## config.mk

```make
export PLATFORM = sky130hd
export DESIGN_NAME = servo_cmd_ctrl_flat
export DESIGN_NICKNAME = d
export VERILOG_FILES = /design/src/rtl/servo_cmd_ctrl_pkg.sv /design/src/rtl/servo_cmd_ctrl_if.sv /design/src/rtl/servo_cmd_ctrl_frame_timer.sv /design/src/rtl/servo_cmd_ctrl.sv /design/src/flat_wrapper.sv
export SDC_FILE = /design/constraint.sdc
export NUM_CORES = 1
export LEC_CHECK = 0
export ABC_CLOCK_PERIOD_IN_PS = 5350
export CORE_MARGIN = 2
export CORE_UTILIZATION = 35
export CTS_BUF_LIST = sky130_fd_sc_hd__clkbuf_16
export DETAILED_ROUTE_END_ITERATION = 8
export PLACE_DENSITY = 0.64
export SYNTH_ARGS = -nofsm -noshare
export SYNTH_HDL_FRONTEND = slang
export SYNTH_HIERARCHICAL = 1
export SYNTH_SLANG_ARGS = --single-unit
```

## constraint.sdc

```tcl
create_clock -name clk -period 5.35 [get_ports clk]
set_input_delay 0.535 -clock clk [delete_from_list [all_inputs] [get_ports clk]]
set_output_delay 0.535 -clock clk [all_outputs]
set_load 0.1 [all_outputs]
```

## src/rtl/servo_cmd_ctrl_pkg.sv

```systemverilog
// Shared types, default constants and pulse-width derivations for the servo
// command controller.
package servo_pkg;

  typedef enum logic {
    ST_IDLE,
    ST_CALC
  } state_e;

  localparam int unsigned ANGLE_W           = 8;
  localparam int unsigned DEF_PERIOD_CYC    = 500000;
  localparam int unsigned DEF_MIN_PULSE_CYC = 25000;
  localparam int unsigned DEF_STEP_CYC      = 139;
  localparam int unsigned DEF_MAX_ANGLE     = 180;
  localparam int unsigned DEF_SLEW_CYC      = 2500;

  function automatic logic [31:0] center_cyc(input int unsigned min_p,
                                             input int unsigned step,
                                             input int unsigned max_a);
    return 32'(min_p + (max_a / 2) * step);
  endfunction

  function automatic logic [31:0] max_pulse_cyc(input int unsigned min_p,
                                                input int unsigned step,
                                                input int unsigned max_a);
    return 32'(min_p + max_a * step);
  endfunction

  localparam logic [31:0] CENTER_CYC =
    center_cyc(DEF_MIN_PULSE_CYC, DEF_STEP_CYC, DEF_MAX_ANGLE);
  localparam logic [31:0] MAX_PULSE_CYC =
    max_pulse_cyc(DEF_MIN_PULSE_CYC, DEF_STEP_CYC, DEF_MAX_ANGLE);

endpackage

```

## src/rtl/servo_cmd_ctrl_if.sv

```systemverilog
// Angle command handshake: the master offers an angle, the controller accepts
// it when ready.
interface servo_cmd_ctrl_if;

  logic                           cmd_valid;
  logic [servo_pkg::ANGLE_W-1:0]  cmd_angle;
  logic                           cmd_ready;

  modport master (
    output cmd_valid,
    output cmd_angle,
    input  cmd_ready
  );

  modport slave (
    input  cmd_valid,
    input  cmd_angle,
    output cmd_ready
  );

endinterface

```

## src/rtl/servo_cmd_ctrl_frame_timer.sv

```systemverilog
// Free-running PWM frame counter; restarts with rst_n so it stays aligned with
// the downstream PWM counter.
module frame_timer
  import servo_pkg::*;
#(
  parameter int unsigned PERIOD_CYC = DEF_PERIOD_CYC
) (
  input  logic        clk,
  input  logic        rst_n,
  output logic [31:0] count,
  output logic        tick
);

  localparam logic [31:0] LAST_CNT = 32'(PERIOD_CYC - 1);

  logic [31:0] count_q;

  always_ff @(posedge clk) begin
    if (!rst_n) begin
      count_q <= '0;
    end else if (count_q == LAST_CNT) begin
      count_q <= '0;
    end else begin
      count_q <= count_q + 32'd1;
    end
  end

  assign count = count_q;
  assign tick  = (count_q == LAST_CNT);

endmodule

```

## src/rtl/servo_cmd_ctrl.sv

```systemverilog
// Servo angle command controller: accepts angle commands, converts them to a
// pulse-width target and slews the PWM duty toward it once per frame.
module servo_cmd_ctrl
  import servo_pkg::*;
#(
  parameter int unsigned PERIOD_CYC    = DEF_PERIOD_CYC,
  parameter int unsigned MIN_PULSE_CYC = DEF_MIN_PULSE_CYC,
  parameter int unsigned STEP_CYC      = DEF_STEP_CYC,
  parameter int unsigned MAX_ANGLE     = DEF_MAX_ANGLE,
  parameter int unsigned SLEW_CYC      = DEF_SLEW_CYC
) (
  input  logic                   clk,
  input  logic                   rst_n,
  servo_cmd_ctrl_if.slave        cmd,
  output logic [31:0]            duty_cycle,
  output logic [31:0]            period,
  output logic                   frame_tick,
  output logic                   busy,
  output logic                   angle_err
);

  localparam logic [31:0]        CENTER_L = center_cyc(MIN_PULSE_CYC, STEP_CYC, MAX_ANGLE);
  localparam logic [31:0]        MIN_L    = 32'(MIN_PULSE_CYC);
  localparam logic [31:0]        STEP_L   = 32'(STEP_CYC);
  localparam logic [31:0]        SLEW_L   = 32'(SLEW_CYC);
  localparam logic [ANGLE_W-1:0] MAXA_L   = ANGLE_W'(MAX_ANGLE);

  logic [31:0]        unused_frame_cnt;
  logic               tick;

  state_e             state_q;
  logic               ready_q;
  logic               err_q;
  logic               pending_q;
  logic               armed_q;
  logic               busy_q;
  logic [ANGLE_W-1:0] angle_q;
  logic [31:0]        target_q;
  logic [31:0]        cur_q;
  logic [31:0]        duty_q;

  logic [31:0]        target_d;
  logic [31:0]        cur_d;
  logic               armed_d;
  logic               handshake;

  frame_timer #(
    .PERIOD_CYC (PERIOD_CYC)
  ) u_frame_timer (
    .clk   (clk),
    .rst_n (rst_n),
    .count (unused_frame_cnt),
    .tick  (tick)
  );

  assign handshake = cmd.cmd_valid && ready_q;

  // The slew step reads target_q, so a target written in the same cycle as
  // the tick only takes effect on the following frame.
  always_comb begin
    cur_d = cur_q;
    if (tick) begin
      if (target_q > cur_q) begin
        cur_d = ((target_q - cur_q) > SLEW_L) ? cur_q + SLEW_L : target_q;
      end else if (cur_q > target_q) begin
        cur_d = ((cur_q - target_q) > SLEW_L) ? cur_q - SLEW_L : target_q;
      end
    end
  end

  always_comb begin
    target_d = target_q;
    if (state_q == ST_CALC) begin
      target_d = MIN_L + 32'(angle_q) * STEP_L;
    end
  end

  assign armed_d = armed_q | (tick & pending_q);

  always_ff @(posedge clk) begin
    if (!rst_n) begin
      state_q   <= ST_IDLE;
      ready_q   <= 1'b0;
      err_q     <= 1'b0;
      pending_q <= 1'b0;
      armed_q   <= 1'b0;
      busy_q    <= 1'b0;
      angle_q   <= '0;
      target_q  <= CENTER_L;
      cur_q     <= CENTER_L;
      duty_q    <= '0;
    end else begin
      err_q    <= 1'b0;
      cur_q    <= cur_d;
      target_q <= target_d;
      armed_q  <= armed_d;
      busy_q   <= (cur_d != target_d);
      if (tick) begin
        duty_q <= armed_d ? cur_d : '0;
      end
      case (state_q)
        ST_IDLE: begin
          ready_q <= 1'b1;
          if (handshake) begin
            angle_q <= (cmd.cmd_angle > MAXA_L) ? MAXA_L : cmd.cmd_angle;
            err_q   <= (cmd.cmd_angle > MAXA_L);
            ready_q <= 1'b0;
            state_q <= ST_CALC;
          end
        end
        ST_CALC: begin
          pending_q <= 1'b1;
          ready_q   <= 1'b1;
          state_q   <= ST_IDLE;
        end
        default: begin
          ready_q <= 1'b1;
          state_q <= ST_IDLE;
        end
      endcase
    end
  end

  assign cmd.cmd_ready = ready_q;
  assign duty_cycle    = duty_q;
  assign period        = 32'(PERIOD_CYC);
  assign frame_tick    = tick;
  assign busy          = busy_q;
  assign angle_err     = err_q;

endmodule

```

## src/flat_wrapper.sv

```systemverilog
// flat-port wrapper written by rule: the top's interface ports become plain ports
module servo_cmd_ctrl_flat import servo_pkg::*;
#(
  parameter int unsigned PERIOD_CYC    = DEF_PERIOD_CYC,
  parameter int unsigned MIN_PULSE_CYC = DEF_MIN_PULSE_CYC,
  parameter int unsigned STEP_CYC      = DEF_STEP_CYC,
  parameter int unsigned MAX_ANGLE     = DEF_MAX_ANGLE,
  parameter int unsigned SLEW_CYC      = DEF_SLEW_CYC
)
  (clk, rst_n, duty_cycle, period, frame_tick, busy, angle_err, cmd_cmd_valid, cmd_cmd_angle, cmd_cmd_ready);
  servo_cmd_ctrl_if cmd_i ();
  input  logic clk;
  input  logic rst_n;
  output logic [31:0] duty_cycle;
  output logic [31:0] period;
  output logic frame_tick;
  output logic busy;
  output logic angle_err;
  input wire logic [$bits(cmd_i.cmd_valid)-1:0] cmd_cmd_valid;
  input wire logic [$bits(cmd_i.cmd_angle)-1:0] cmd_cmd_angle;
  output wire logic [$bits(cmd_i.cmd_ready)-1:0] cmd_cmd_ready;
  assign cmd_i.cmd_valid = cmd_cmd_valid;
  assign cmd_i.cmd_angle = cmd_cmd_angle;
  assign cmd_cmd_ready = cmd_i.cmd_ready;
  servo_cmd_ctrl #(.PERIOD_CYC(PERIOD_CYC), .MIN_PULSE_CYC(MIN_PULSE_CYC), .STEP_CYC(STEP_CYC), .MAX_ANGLE(MAX_ANGLE), .SLEW_CYC(SLEW_CYC)) u_core (.clk(clk), .rst_n(rst_n), .cmd(cmd_i), .duty_cycle(duty_cycle), .period(period), .frame_tick(frame_tick), .busy(busy), .angle_err(angle_err));
endmodule
```

# Yosys cells after proc, flatten, opt, wreduce, memory -nomap -nowiden
# Index checks and enable logic that the tools add are counted.
[totals]
wordCells = 46
out_inout_bits = 68
reg_bits = 142
[op_classes]
add_sub_neg = 6
magnitude_cmp = 5
multipliers = 1
n_reduce_logical = 4
eq_ne = 2
bitwise = 5
n_mux = 12
[op_table]
columns = ["cell", "count"]
rows = [
  ["$mux 32", 7],
  ["$gt 32x12->1 const B", 2],
  ["$gt 32x32->1", 2],
  ["$sub 32x32->32", 2],
  ["$add 32x1->32 const B", 1],
  ["$add 32x12->32 const B", 1],
  ["$eq 32x19->1 const B", 1],
  ["$ne 32x32->1", 1],
  ["$sub 32x12->32 const B", 1],
  ["$add 15x16->17 const A", 1],
  ["$mul 8x8->16 const B", 1],
  ["$gt 8x8->1 const B", 1],
  ["$mux 8", 1],
  ["$pmux 1 s2", 2],
  ["$not 1->1", 3],
  ["$reduce_or 3->1", 1],
  ["$mux 1", 2],
  ["$reduce_and 2->1", 1],
  ["$reduce_or 2->1", 1],
  ["$and 1x1->1", 1],
  ["$logic_and 1x1->1", 1],
  ["$or 1x1->1", 1],
]

# Depth between registers and ports, before layout
# Gate-level depths: netlist (run 1).
[logic_depth]
ltp_word = 7
mapped_depth = 23

# By module
# The synthesis (run 1) kept the hierarchy.
[by_module_without_submodules]
columns = ["module", "n_inst", "cells_each", "area_each_um2"]
rows = [
  ["servo_cmd_ctrl", 1, 1797, 13041.3],
  ["frame_timer", 1, 189, 1615.3],
]

# Worst setup path before layout (run 1)
# Ideal clock, no wire load.
[synth_path]
kind = "register -> register"
startpoint = "register u_core.angle_q[3]"
endpoint = "register u_core.busy_q, in the netlist u_core/busy"
required_ps = 5211
path_buffers = 0
path_slack_ps = 240
arrival_time_ps = 4972
path_stages_with_launch = 24
synth_period_minus_slack_ps = 5110
path_cell_list = "dfxtp_1 -> ha_1 -> ha_1 -> fa_1 -> inv_1 -> fa_1 -> inv_1 -> ha_1 -> fa_1 -> a21o_1 -> a21oi_1 -> o21bai_1 -> a31oi_1 -> o21ai_0 -> nor2_1 -> nor2b_1 -> xnor2_1 -> mux2i_1 -> o221a_2 -> a21oi_1 -> a311oi_1 -> nand4_1 -> nor4_1 -> a41oi_1"
[synth_between]
elab_chain_cells = 4
[synth_rtl]
columns = ["element", "line", "source"]
rows = [
  ["start, declared", "servo_cmd_ctrl.sv:37", "logic [ANGLE_W-1:0] angle_q;"],
  ["start signal, assigned", "servo_cmd_ctrl.sv:105", "angle_q <= (cmd.cmd_angle > MAXA_L) ? MAXA_L : cmd.cmd_angle;"],
  ["$mul 8x8->16", "servo_cmd_ctrl.sv:74", "target_d = MIN_L + 32'(angle_q) * STEP_L;"],
  ["$add 15x16->17", "servo_cmd_ctrl.sv:74", ""],
  ["$mux 32", "servo_cmd_ctrl.sv:73", "if (state_q == ST_CALC) begin"],
  ["$ne 32x32->1", "servo_cmd_ctrl.sv:97", "busy_q <= (cur_d != target_d);"],
  ["end signal, assigned", "servo_cmd_ctrl.sv:97", ""],
  ["end, declared", "servo_cmd_ctrl.sv:36", "logic busy_q;"],
]
# Every way passes these cells.
# A chain may end at the register's enable or synchronous reset.

# Worst setup path after layout (run 1)
[layout_path]
startpoint = "register u_core.target_q[22]"
endpoint = "register u_core.busy_q, in the netlist u_core/busy"
[layout_between]
elab_chain_cells = 7
[layout_rtl]
columns = ["element", "line", "source"]
rows = [
  ["start, declared", "servo_cmd_ctrl.sv:38", "logic [31:0] target_q;"],
  ["start signal, assigned", "servo_cmd_ctrl.sv:95", "target_q <= target_d;"],
  ["$sub 32x32->32", "servo_cmd_ctrl.sv:66", "cur_d = ((cur_q - target_q) > SLEW_L) ? cur_q - SLEW_L : target_q;"],
  ["$gt 32x12->1", "servo_cmd_ctrl.sv:66", ""],
  ["$mux 32", "servo_cmd_ctrl.sv:66", ""],
  ["$mux 32", "servo_cmd_ctrl.sv:65", "end else if (cur_q > target_q) begin"],
  ["$mux 32", "servo_cmd_ctrl.sv:63", "if (target_q > cur_q) begin"],
  ["$mux 32", "servo_cmd_ctrl.sv:62", "if (tick) begin"],
  ["$ne 32x32->1 *", "servo_cmd_ctrl.sv:97", ""],
]
# Every way passes the cells marked *; elsewhere a longest branch is shown, timed or not.

==> summary.md, run 1 <==
• 142 — post-synthesis sequential element count
• u_core/u_frame_timer/count[0] — Worst Hold End
• 23.05 µm — Wirelength per Cell
• reg -> reg — type of the worst setup path
• inv_1 -> ha_1 -> a21oi_1 -> o21ai_0 -> and3b_1 -> nor4_1 -> nand4_1 -> nor4_1 -> and4b_2 -> and4_1 -> nand2_2 -> o21ai_0 -> o32ai_1 -> buf_4 -> o211ai_1 -> o2111ai_1 -> nor4_2 -> a41oi_1 — sequence of cells on the critical path
• 29.61% — area growth from synthesis to final layout
• 1.136 ns — transition at the pin with the smallest max-transition slack
• 41110 µm² — area of the placeable core
• 19000 µm² — area of all placed cells without fillers
• u_core/target_q[22] — origin of the critical flop-to-flop path
• 43530 µm² — Die Footprint
• 0 — overflow left after global routing
• 5.52 ns — Worst Path Arrival
• 208.6 µm — width of the die
• 97.53% — post-route fraction of the period consumed by the critical path
• sky130_fd_sc_hd__buf_4, sky130_fd_sc_hd__nand2_1, sky130_fd_sc_hd__nor2_1 — top library cells by usage in the layout, fill and taps aside
• 0.1321 ns — setup slack after layout
• 0.46 ns — later-pin clock latency in the skew report
• u_core/busy — reg-to-reg critical path endpoint
• complete, no violations — outcome
• 6.029 — number of vias per cell
• 29.37% — Total GRT Usage
• built — clock tree from TritonCTS
• 191.6 MHz — Fmax
• sky130_fd_sc_hd__dfxtp_1, sky130_fd_sc_hd__ha_1, sky130_fd_sc_hd__a21oi_1 — synth top area cells
• 1.090 — global placement routability congestion
• 0 — setup violators final
• 0.13 ns — R2R Setup Slk
• 22.69% — proportion of layout cells with a drive suffix above 1
• 1986 — Synth Instances
• 46 — number of buffer cells added on primary ports
• u_core/u_frame_timer/count[0] — min-delay src
• 0.07 ns — clock edge transition at the registers on the reported setup and hold paths
• 7.380 µm² — Synth Area per Inst
• flip-flop — Critical Path Start Type
• 1 — hold path depth
• sky130_fd_sc_hd__buf_4 — most common cell after layout, fill and taps aside
• 14660 µm² — total standard cell area after synthesis
• 17 — clock buffers created by TritonCTS
• 0.0002504 V — maximum ir drop on the vdd rail
• sky130_fd_sc_hd__dfxtp_1 — area leader, netlist
• 208.6 µm — die height
• 74 — Row Count
• 0 — initial antenna violation count
• 5.218 ns — Tmin final
• 8 — largest fanout on the critical path
• 19.40% — proportion of netlist area held by the largest area contributor
• 227.2 nW/µm² — total power divided by cell area
• 0 — Slew Limit Fails
• 0 — DR DRC count
• 2814 — cell count after placement
• 6 — number of detailed-route iterations in the first pass
• 6 — count of warnings emitted by yosys
• 5.66 ns — worst endpoint required time
• 2440 — Final Net Count
• 35.65% — Starting Density
• 108 — unique cell type count in the Yosys netlist
• reg -> reg — hold crit path type
• 23.89% — worst relative slew slack
• 19.40% — sequential share of the synthesized area
• sky130_fd_sc_hd__clkbuf_16 — Clock Tree Root
• -0.09604 ns — worst slack after detailed placement
• 52070 µm — HPWL after detailed placement
• 0 — count of flip-flops with a built-in enable after synthesis
• 0.47 ns — slowest cell delay on critical path
• flip-flop — type of element capturing the critical path
• 17210 — total number of vias
• 0% — fraction of registers with async set/reset
• 142 — CTS Sinks
• 2855 — non-filler instance count after layout
• 18120 µm² — post-place instance area
• 0 ns — Total Negative Setup Slacks
• 0 — final antenna diode count
• 8.029 nW — leakage power
• sky130_fd_sc_hd__dfxtp_1 — dominant synthesized flop cell
• 0 — Fin. Hold Viols
• 2 — Longest Clk Path Bufs
• 65820 µm — total routed wirelength
• 74 — pin count of the biggest net entering global routing
• 0 — number of maximum-capacitance violations
• 0.01348 ns — Post-Route Skew
• 1740 — First DRT Iteration DRCs
• 4 — count of H-tree levels built during CTS
• 79 — number of top-level pins
• sky130_fd_sc_hd__ha_1 — critical-path cell with the highest stage delay
• 0 — ANT nets after route
• 98440 µm — first-pass GRT wire length
• 16250 — via count of the first global-routing pass
• 18 — worst r2r path cells
## cells by family after synthesis
logic type               Yosys count  share of synthesized area [%]
AO/OA/AOI/OAI                    620                          28.89
flip-flops                       142                          19.40
AND/OR/NAND/NOR                  703                          24.59
XOR/XNOR                          88                          5.259
adder cells (fa/ha/maj)          119                          10.82
multiplexers                      34                          2.365
buffers and inverters            278                          8.622
other                              2                        0.05124
## through the flow
| stage | total power, mW | hold WS, ns | utilization [%] |
|---|---|---|---|
| after floorplan | 2.193 | 0.4106 | - |
| after global placement | 2.954 | 0.4228 | 44.08 |
| after detailed placement | 2.962 | 0.4368 | 44.08 |
| after CTS | 4.264 | 0.4463 | 45.62 |
| after global routing | 4.479 | 0.4769 | 46.21 |
| final | 4.316 | 0.4415 | 46.21 |
## worst max-delay path: cells and delay by family, from the launching register on
family	cells	cell delay, ns
simple gates	8	2.15
fa+ha+maj	1	0.47
flops	1	0.37
buf+inv	2	0.24
compound gates	7	1.84
## what timing repair did
| item | 4_1_cts | 5_1_grt |
|---|---|---|
| endpoints found under the setup margin | 1 | 1 |
| hold buffers | 0 | 0 |
| buffers inserted | 1 | 8 |
| hold endpoints to repair | 0 | 0 |
| resized for setup | 5 | 46 |
| pin swaps | 1 | 22 |
## how the worst max path moves through the flow
stage / endpoint / cells past startpoint / from
after floorplan: u_core/busy / 23 / u_core/angle_q[3]
after global placement: u_core/busy / 22 / u_core/target_q[20]
after detailed placement: u_core/busy / 20 / u_core/angle_q[4]
after CTS: u_core/busy / 21 / u_core/target_q[22]
after global routing: u_core/busy / 22 / u_core/angle_q[3]
final: u_core/busy / 18 / u_core/target_q[22]
## state kept, by name, indices dropped and copies added (netlist names)
name                        flops
u_core/angle_err                1
u_core/angle_q                  8
u_core/state_q                  1
u_core/busy                     1
u_core/armed_q                  1
u_core/pending_q                1
u_core/cur_q                   32
u_core/u_frame_timer/count     32
u_core/target_q                32
u_core/duty_cycle              32
u_core/cmd.cmd_ready            1
## report_power, final
group          internal, mW  switching (mW)  leakage (nW)
combinational         0.765            1.18          6.58
clock                 0.742           0.538         0.300
sequential             1.07          0.0141          1.15
total                  2.58            1.74          8.03
## layer usage
layer	share of wire, %	wire length (µm)	global-route usage (%)	vias up
met2	43	28320	45.13	900
met3	9.4	6174	6.357	183
met4	4.4	2891	12.02	0
li1	-	-	-	7877
met1	43	28430	39.88	8253
met5	0	0	0	-
## synthesized netlist by cell type, types with 20 or more instances
library cell / number
sky130_fd_sc_hd__a211oi_1: 20
sky130_fd_sc_hd__a21o_1: 22
sky130_fd_sc_hd__a21oi_1: 170
sky130_fd_sc_hd__a31oi_1: 24
sky130_fd_sc_hd__and2_1: 24
sky130_fd_sc_hd__buf_2: 41
sky130_fd_sc_hd__buf_4: 37
sky130_fd_sc_hd__clkbuf_1: 75
sky130_fd_sc_hd__dfxtp_1: 142
sky130_fd_sc_hd__ha_1: 106
sky130_fd_sc_hd__inv_1: 109
sky130_fd_sc_hd__mux2i_1: 29
sky130_fd_sc_hd__nand2_1: 170
sky130_fd_sc_hd__nand3_1: 66
sky130_fd_sc_hd__nand4_1: 44
sky130_fd_sc_hd__nor2_1: 168
sky130_fd_sc_hd__nor3_1: 69
sky130_fd_sc_hd__o211ai_1: 27
sky130_fd_sc_hd__o21a_1: 22
sky130_fd_sc_hd__o21ai_0: 106
sky130_fd_sc_hd__o21ai_1: 20
sky130_fd_sc_hd__o31ai_1: 28
sky130_fd_sc_hd__or3_1: 27
sky130_fd_sc_hd__or4_1: 20
sky130_fd_sc_hd__xnor2_1: 57
sky130_fd_sc_hd__xor2_1: 31
## layout make-up
type	instances	area, µm²
sequential	142	2845
inverter	114	427.9
clock buffer	17	425.4
clock inverter	15	183.9
tap	532	665.6
timing repair buffer	439	3552
fill	4148	22110
multi-input combinational	1596	10900
No activity file was read; power rests on OpenSTA's default activity.
==> run 2: changes to the inputs <==
--- a/config.mk
+++ b/config.mk
@@ -10,7 +10,9 @@
 export CORE_UTILIZATION = 35
 export CTS_BUF_LIST = sky130_fd_sc_hd__clkbuf_16
 export DETAILED_ROUTE_END_ITERATION = 8
-export PLACE_DENSITY = 0.64
+export DONT_BUFFER_PORTS = 1
+export PLACE_DENSITY = 0.6
+export SKIP_CTS_REPAIR_TIMING = 1
 export SYNTH_ARGS = -nofsm -noshare
 export SYNTH_HDL_FRONTEND = slang
 export SYNTH_HIERARCHICAL = 1
==> run 2 against run 1 <==
  * Non-clock buffer count decreased by 86
  * Largest cell class unchanged
  * Die area unchanged
  * Clock-buffer cell count unchanged
  * Final area decreased by 4.3%
  * Critical path depth increased by 3
  * Largest power group unchanged
  * Critical endpoint unchanged
  * Fmax increased by 0.45%
  * Wire length decreased by 1.2%
  * Global-route usage decreased by 0.53 points
  * Highest routed layer unchanged
==> summary.md, run 2 (synthesized netlist as in run 1, its figures left out) <==
• 15980 — via count of the first global-routing pass
• 35.65% — Starting Density
• 41110 µm² — area of the placeable core
• 45.6% — combinational share of power
• 7.666 nW — leakage power
• 16770 — total number of vias
• 41.06% — Sw Ratio
• 79 — number of top-level pins
• 4.179 mW — post-route total power
• built — clock tree from TritonCTS
• 6.056 — number of vias per cell
• 0.1473 ns — worst hold margin
• sky130_fd_sc_hd__fa_1 — critical-path cell with the highest stage delay
• 0.39 ns — slowest cell delay on critical path
• 5.49 ns — Worst Path Arrival
• rst_n — min-delay src
• flip-flop — type of element capturing the critical path
• 5.194 ns — Tmin final
• 28.84% — Total GRT Usage
• flip-flop — Critical Path Start Type
• 26.3% — Flop pwr share
• 1.072 ns — transition at the pin with the smallest max-transition slack
• 1.716 mW — reported net switching power
• 1938 — First DRT Iteration DRCs
• 0 — DR DRC count
• 28.1% — portion of total power attributed to the clock network
• 97.09% — post-route fraction of the period consumed by the critical path
• u_core/target_q[0] — origin of the critical flop-to-flop path
• u_core/target_q[9] — Worst Hold End
• 74 — Row Count
• 0 — overflow left after global routing
• 4 — count of H-tree levels built during CTS
• 4 — Buffers & Inverters on Critical Path
• 21 — worst r2r path cells
• 0 — number of buffer cells added on primary ports
• 0.0002498 V — maximum ir drop on the vdd rail
• 0 — initial antenna violation count
• 0.01689 ns — Post-Route Skew
• sky130_fd_sc_hd__buf_4, sky130_fd_sc_hd__nand2_1, sky130_fd_sc_hd__nor2_1 — top library cells by usage in the layout, fill and taps aside
• complete, no violations — outcome
• 17 — clock buffers created by TritonCTS
• 96570 µm — first-pass GRT wire length
• 0.16 ns — R2R Setup Slk
• in -> reg — hold crit path type
• 65000 µm — total routed wirelength
• 2734 — cell count after placement
• reg -> reg — type of the worst setup path
• 2354 — Final Net Count
• 0 — Slew Limit Fails
• 2848 µm² — register area
• sky130_fd_sc_hd__buf_4 — cell seen most often among critical-path stages
• 5.65 ns — worst endpoint required time
• 28.45% — worst relative slew slack
• 229.9 nW/µm² — total power divided by cell area
• 36 — pin count of the biggest net entering global routing
• 208.6 µm — die height
• 2770 — non-filler instance count after layout
• 2.463 mW — cell-internal power
• 208.6 µm — width of the die
• 142 — CTS Sinks
• 0 — setup violators final
• 24.01% — area growth from synthesis to final layout
• 1 — hold path depth
• 23.46 µm — Wirelength per Cell
• sky130_fd_sc_hd__buf_4 — most common cell after layout, fill and taps aside
• 6 — number of detailed-route iterations in the first pass
• 43530 µm² — Die Footprint
• 11 — largest fanout on the critical path
• sky130_fd_sc_hd__clkbuf_16 — Clock Tree Root
• compound AO/OA/AOI/OAI gates — crit-path leading delay family
• 192.5 MHz — Fmax
• 10910 µm² — area of combinational cells with multiple inputs
• 0 — number of maximum-capacitance violations
• u_core/busy — reg-to-reg critical path endpoint
• 1.029 — global placement routability congestion
• 0.46 ns — later-pin clock latency in the skew report
• 0.06 ns — clock edge transition at the registers on the reported setup and hold paths
• 4250 — fill count
• inv_1 -> ha_1 -> fa_1 -> nand2b_1 -> a211oi_4 -> o21ai_2 -> a2111oi_4 -> o221ai_1 -> a221o_1 -> and4b_2 -> buf_4 -> nand4_4 -> nor2_2 -> buf_4 -> o31ai_1 -> o22ai_2 -> nor4b_1 -> o2bb2ai_1 -> a21boi_0 -> buf_4 -> a41oi_1 — sequence of cells on the critical path
• 0 — ANT nets after route
• 22.35% — proportion of layout cells with a drive suffix above 1
• 51500 µm — HPWL after detailed placement
• 2 — Longest Clk Path Bufs
• 0 — Fin. Hold Viols
## run 2: cell types whose count changed in the layout (fill, tap and decap cells not counted), moves of 3 or more
cell                              before  now
sky130_fd_sc_hd__buf_4               381  344
sky130_fd_sc_hd__a2111oi_1             4    1
sky130_fd_sc_hd__ha_1                101   95
sky130_fd_sc_hd__o21ai_1              19   24
sky130_fd_sc_hd__clkdlybuf4s50_1      46    0
sky130_fd_sc_hd__ha_2                  5   10
## run 2: area by class of cell
type	instances	share of cell area, %
inverter	114	2.354
antenna	1	0.01377
tap	532	3.662
multi-input combinational	1596	60.02
clock inverter	15	0.7434
clock buffer	17	2.340
sequential	142	15.67
timing repair buffer	353	15.20
## run 2: worst reg2reg max path: stages, from the launching register on
cell	delay (ns)
sky130_fd_sc_hd__dfxtp_1	0.33
sky130_fd_sc_hd__inv_1	0.06
sky130_fd_sc_hd__ha_1	0.23
sky130_fd_sc_hd__fa_1	0.39
sky130_fd_sc_hd__nand2b_1	0.21
sky130_fd_sc_hd__a211oi_4	0.36
sky130_fd_sc_hd__o21ai_2	0.15
sky130_fd_sc_hd__a2111oi_4	0.38
sky130_fd_sc_hd__o221ai_1	0.17
sky130_fd_sc_hd__a221o_1	0.30
sky130_fd_sc_hd__and4b_2	0.33
sky130_fd_sc_hd__buf_4	0.14
sky130_fd_sc_hd__nand4_4	0.14
sky130_fd_sc_hd__nor2_2	0.27
sky130_fd_sc_hd__buf_4	0.29
sky130_fd_sc_hd__o31ai_1	0.13
sky130_fd_sc_hd__o22ai_2	0.13
sky130_fd_sc_hd__nor4b_1	0.29
sky130_fd_sc_hd__o2bb2ai_1	0.23
sky130_fd_sc_hd__a21boi_0	0.24
sky130_fd_sc_hd__buf_4	0.15
sky130_fd_sc_hd__a41oi_1	0.11
## run 2: worst max-delay path by stage
| stage | startpoint | cells after the start | end |
|---|---|---|---|
| final | u_core/target_q[0] | 21 | u_core/busy |
| after global routing | u_core/angle_q[3] | 23 | u_core/busy |
| after CTS | u_core/angle_q[3] | 23 | u_core/busy |
| after detailed placement | u_core/angle_q[3] | 23 | u_core/busy |
| after global placement | u_core/target_q[22] | 20 | u_core/busy |
| after floorplan | u_core/angle_q[3] | 23 | u_core/busy |
## run 2: metal layers
metal,part of all wire (%),global-route usage (%),vias to the layer above
met1,44,38.76,8054
met5,0,0,-
met4,3.9,11.60,0
met3,8.9,6.537,168
li1,-,-,7692
met2,43,44.68,860
## run 2: power groups by stage
stage | clock [mW] | combinational, mW | sequential (mW)
6_report | 1.17 | 1.90 | 1.10
5_1_grt | 1.23 | 2.00 | 1.10
2_1_floorplan | 0 | 1.07 | 1.12
4_1_cts | 1.19 | 1.82 | 1.10
3_5_place_dp | 0 | 1.81 | 1.12
3_3_place_gp | 0 | 1.80 | 1.12
## run 2: per-stage QoR
| step | utilization (%) | worst slack (ns) | TNS, ns | area [µm²] |
|---|---|---|---|---|
| after floorplan | - | 0.2397 | 0 | 14770 |
| after global placement | 42.28 | 0.06295 | 0 | 17380 |
| after detailed placement | 42.28 | 0.02968 | 0 | 17380 |
| after CTS | 43.64 | -0.005857 | -0.005857 | 17940 |
| after global routing | 44.21 | -0.004196 | -0.004196 | 18170 |
| final | 44.21 | 0.1555 | 0 | 18180 |
==> run 3: changes to the inputs <==
--- a/config.mk
+++ b/config.mk
@@ -5,14 +5,16 @@
 export SDC_FILE = /design/constraint.sdc
 export NUM_CORES = 1
 export LEC_CHECK = 0
-export ABC_CLOCK_PERIOD_IN_PS = 5350
+export ABC_CLOCK_PERIOD_IN_PS = 5990
+export CAP_MARGIN = 5
 export CORE_MARGIN = 2
 export CORE_UTILIZATION = 35
 export CTS_BUF_LIST = sky130_fd_sc_hd__clkbuf_16
 export DETAILED_ROUTE_END_ITERATION = 8
 export DONT_BUFFER_PORTS = 1
-export PLACE_DENSITY = 0.6
+export PLACE_DENSITY = 0.58
 export SKIP_CTS_REPAIR_TIMING = 1
+export SLEW_MARGIN = 30
 export SYNTH_ARGS = -nofsm -noshare
 export SYNTH_HDL_FRONTEND = slang
 export SYNTH_HIERARCHICAL = 1
==> constraint.sdc (replaced) <==
create_clock -name clk -period 5.99 [get_ports clk]
set_input_delay 0.599 -clock clk [delete_from_list [all_inputs] [get_ports clk]]
set_output_delay 0.599 -clock clk [all_outputs]
set_load 0.1 [all_outputs]
==> run 3 against run 2 <==
  * Clock-buffer cell count is the same
  * Critical path depth shrank 1
  * Utilization shrank 4.4 points
  * Clock power shrank 4%
  * Largest cell class unchanged
==> summary.md, run 3 (synthesized netlist as in run 1, its figures left out) <==
• complete, no violations — outcome
• 39.79% — post-layout util
• 0.2314 ns — worst hold margin
• in -> reg — hold crit path type
• 31.49% — worst relative slew slack
• 0.1962 ns — setup slack after layout
• 0 — Slew Limit Fails
• 16 — largest fanout on the critical path
• 4342 — fill count
• 0 ns — Total Negative Setup Slacks
• 47400 µm — HPWL after detailed placement
• 0.0002425 V — maximum ir drop on the vdd rail
• 6.07 ns — Worst Path Arrival
• 0 — number of maximum-capacitance violations
• 11.59% — area growth from synthesis to final layout
• 10740 µm² — area of combinational cells with multiple inputs
• no — RSZ-0062 raised after global routing
• 0 — initial antenna violation count
• 2845 µm² — register area
• 16360 µm² — area of all placed cells without fillers
• flip-flop — Critical Path Start Type
• 0 — overflow left after global routing
• 2136 — Final Net Count
• 41110 µm² — area of the placeable core
• 0.45 ns — later-pin clock latency in the skew report
• flip-flop — type of element capturing the critical path
• 27.25% — Total GRT Usage
• 0 — Fin. Hold Viols
• 91500 µm — first-pass GRT wire length
• 1.027 — global placement routability congestion
• 0.07 ns — clock edge transition at the registers on the reported setup and hold paths
• 0.2476 ns — worst slack after detailed placement
• 14920 — via count of the first global-routing pass
• 6 — number of detailed-route iterations in the first pass
• rst_n — min-delay src
• 6.241 — number of vias per cell
• sky130_fd_sc_hd__clkbuf_16 — Clock Tree Root
• 5.794 ns — Tmin final
• 208.6 µm — width of the die
• 35.65% — Starting Density
• 79 — number of top-level pins
• 0 — setup violators final
• u_core/target_q[24] — origin of the critical flop-to-flop path
• 6.27 ns — worst endpoint required time
• 12.13% — proportion of layout cells with a drive suffix above 1
• 96.72% — post-route fraction of the period consumed by the critical path
• 4 — count of H-tree levels built during CTS
• 61 — pin count of the biggest net entering global routing
• u_core/target_q[24] — worst setup path startpoint
• 23.81 µm — Wirelength per Cell
• 208.6 µm — die height
• 15710 µm² — post-place instance area
• 172.6 MHz — Fmax
• 6.598 nW — leakage power
• 0.01375 ns — Post-Route Skew
• reg -> reg — type of the worst setup path
• 15920 — total number of vias
• sky130_fd_sc_hd__nand2_1 — most common cell after layout, fill and taps aside
• 60750 µm — total routed wirelength
• 0 — final antenna diode count
• 0 — ANT nets after route
• 1.026 ns — transition at the pin with the smallest max-transition slack
• 2 — Longest Clk Path Bufs
• 216.8 nW/µm² — total power divided by cell area
• 74 — Row Count
• 43530 µm² — Die Footprint
• sky130_fd_sc_hd__nand2_1, sky130_fd_sc_hd__a21oi_1, sky130_fd_sc_hd__nor2_1 — top library cells by usage in the layout, fill and taps aside
• built — clock tree from TritonCTS
• 142 — CTS Sinks
• 17 — clock buffers created by TritonCTS
• 1936 — First DRT Iteration DRCs
• 0 — DR DRC count
• 0 — number of buffer cells added on primary ports
-- run 3: cell count changes in the layout (fill, tap and decap cells not counted), sizes merged --
cell / change
diode: -1
bufinv: +1
clkinv: -1
buf: -218
-- run 3: final timing paths --
check | end | slack [ns] | cells past startpoint
setup / recovery | u_core/busy | 0.20 | 20
hold / removal | u_core/cur_q[12] | 0.23 | 1
setup reg to reg | u_core/busy | 0.20 | 20
hold reg to reg | u_core/u_frame_timer/count[0] | 0.44 | 1
-- run 3: where the power goes --
part	switching [mW]	leakage, nW	internal (mW)
clock	0.487	0.298	0.630
sequential	0.0291	1.15	0.958
combinational	0.961	5.15	0.481
total	1.48	6.60	2.07
-- run 3: worst max-delay path, stage by stage (launching register included) --
cell and delay (ns):
sky130_fd_sc_hd__dfxtp_1 0.36, sky130_fd_sc_hd__inv_1 0.15, sky130_fd_sc_hd__ha_1 0.61, sky130_fd_sc_hd__nand2_1 0.15, sky130_fd_sc_hd__o21ai_0 0.40, sky130_fd_sc_hd__a21oi_1 0.14, sky130_fd_sc_hd__mux2i_1 0.19, sky130_fd_sc_hd__nor4_1 0.48
sky130_fd_sc_hd__o2111ai_1 0.22, sky130_fd_sc_hd__nand4b_1 0.29, sky130_fd_sc_hd__buf_4 0.20, sky130_fd_sc_hd__nor2_1 0.11, sky130_fd_sc_hd__buf_4 0.31, sky130_fd_sc_hd__nand2_1 0.13, sky130_fd_sc_hd__buf_4 0.24, sky130_fd_sc_hd__and3_1 0.21
sky130_fd_sc_hd__o41a_1 0.44, sky130_fd_sc_hd__xnor2_1 0.35, sky130_fd_sc_hd__o2111ai_1 0.16, sky130_fd_sc_hd__nor4_1 0.33, sky130_fd_sc_hd__a41oi_1 0.14
-- run 3: area by class of cell --
class	instances	share of cell area, %
Clock buffer	17	2.601
Clock inverter	15	1.086
Inverter	114	2.616
Multi-Input combinational cell	1596	65.65
Sequential cell	142	17.40
Tap cell	532	4.070
Timing Repair Buffer	135	6.579
-- run 3: routing by layer --
metal  global-route usage [%]  wire (µm)  vias up
met5                        0          0        -
met4                    11.75       2664        0
met3                    6.372       5965      152
met2                    40.69      25870      863
met1                    37.41      26250     7637
li1                         -          -     7270
-- run 3: per-stage QoR --
step           power, mW  instances
3_3_place_gp       2.388       2517
6_report           3.547       2551
5_1_grt            3.678       2551
2_1_floorplan      1.959       2016
3_5_place_dp       2.393       2517
4_1_cts            3.516       2549
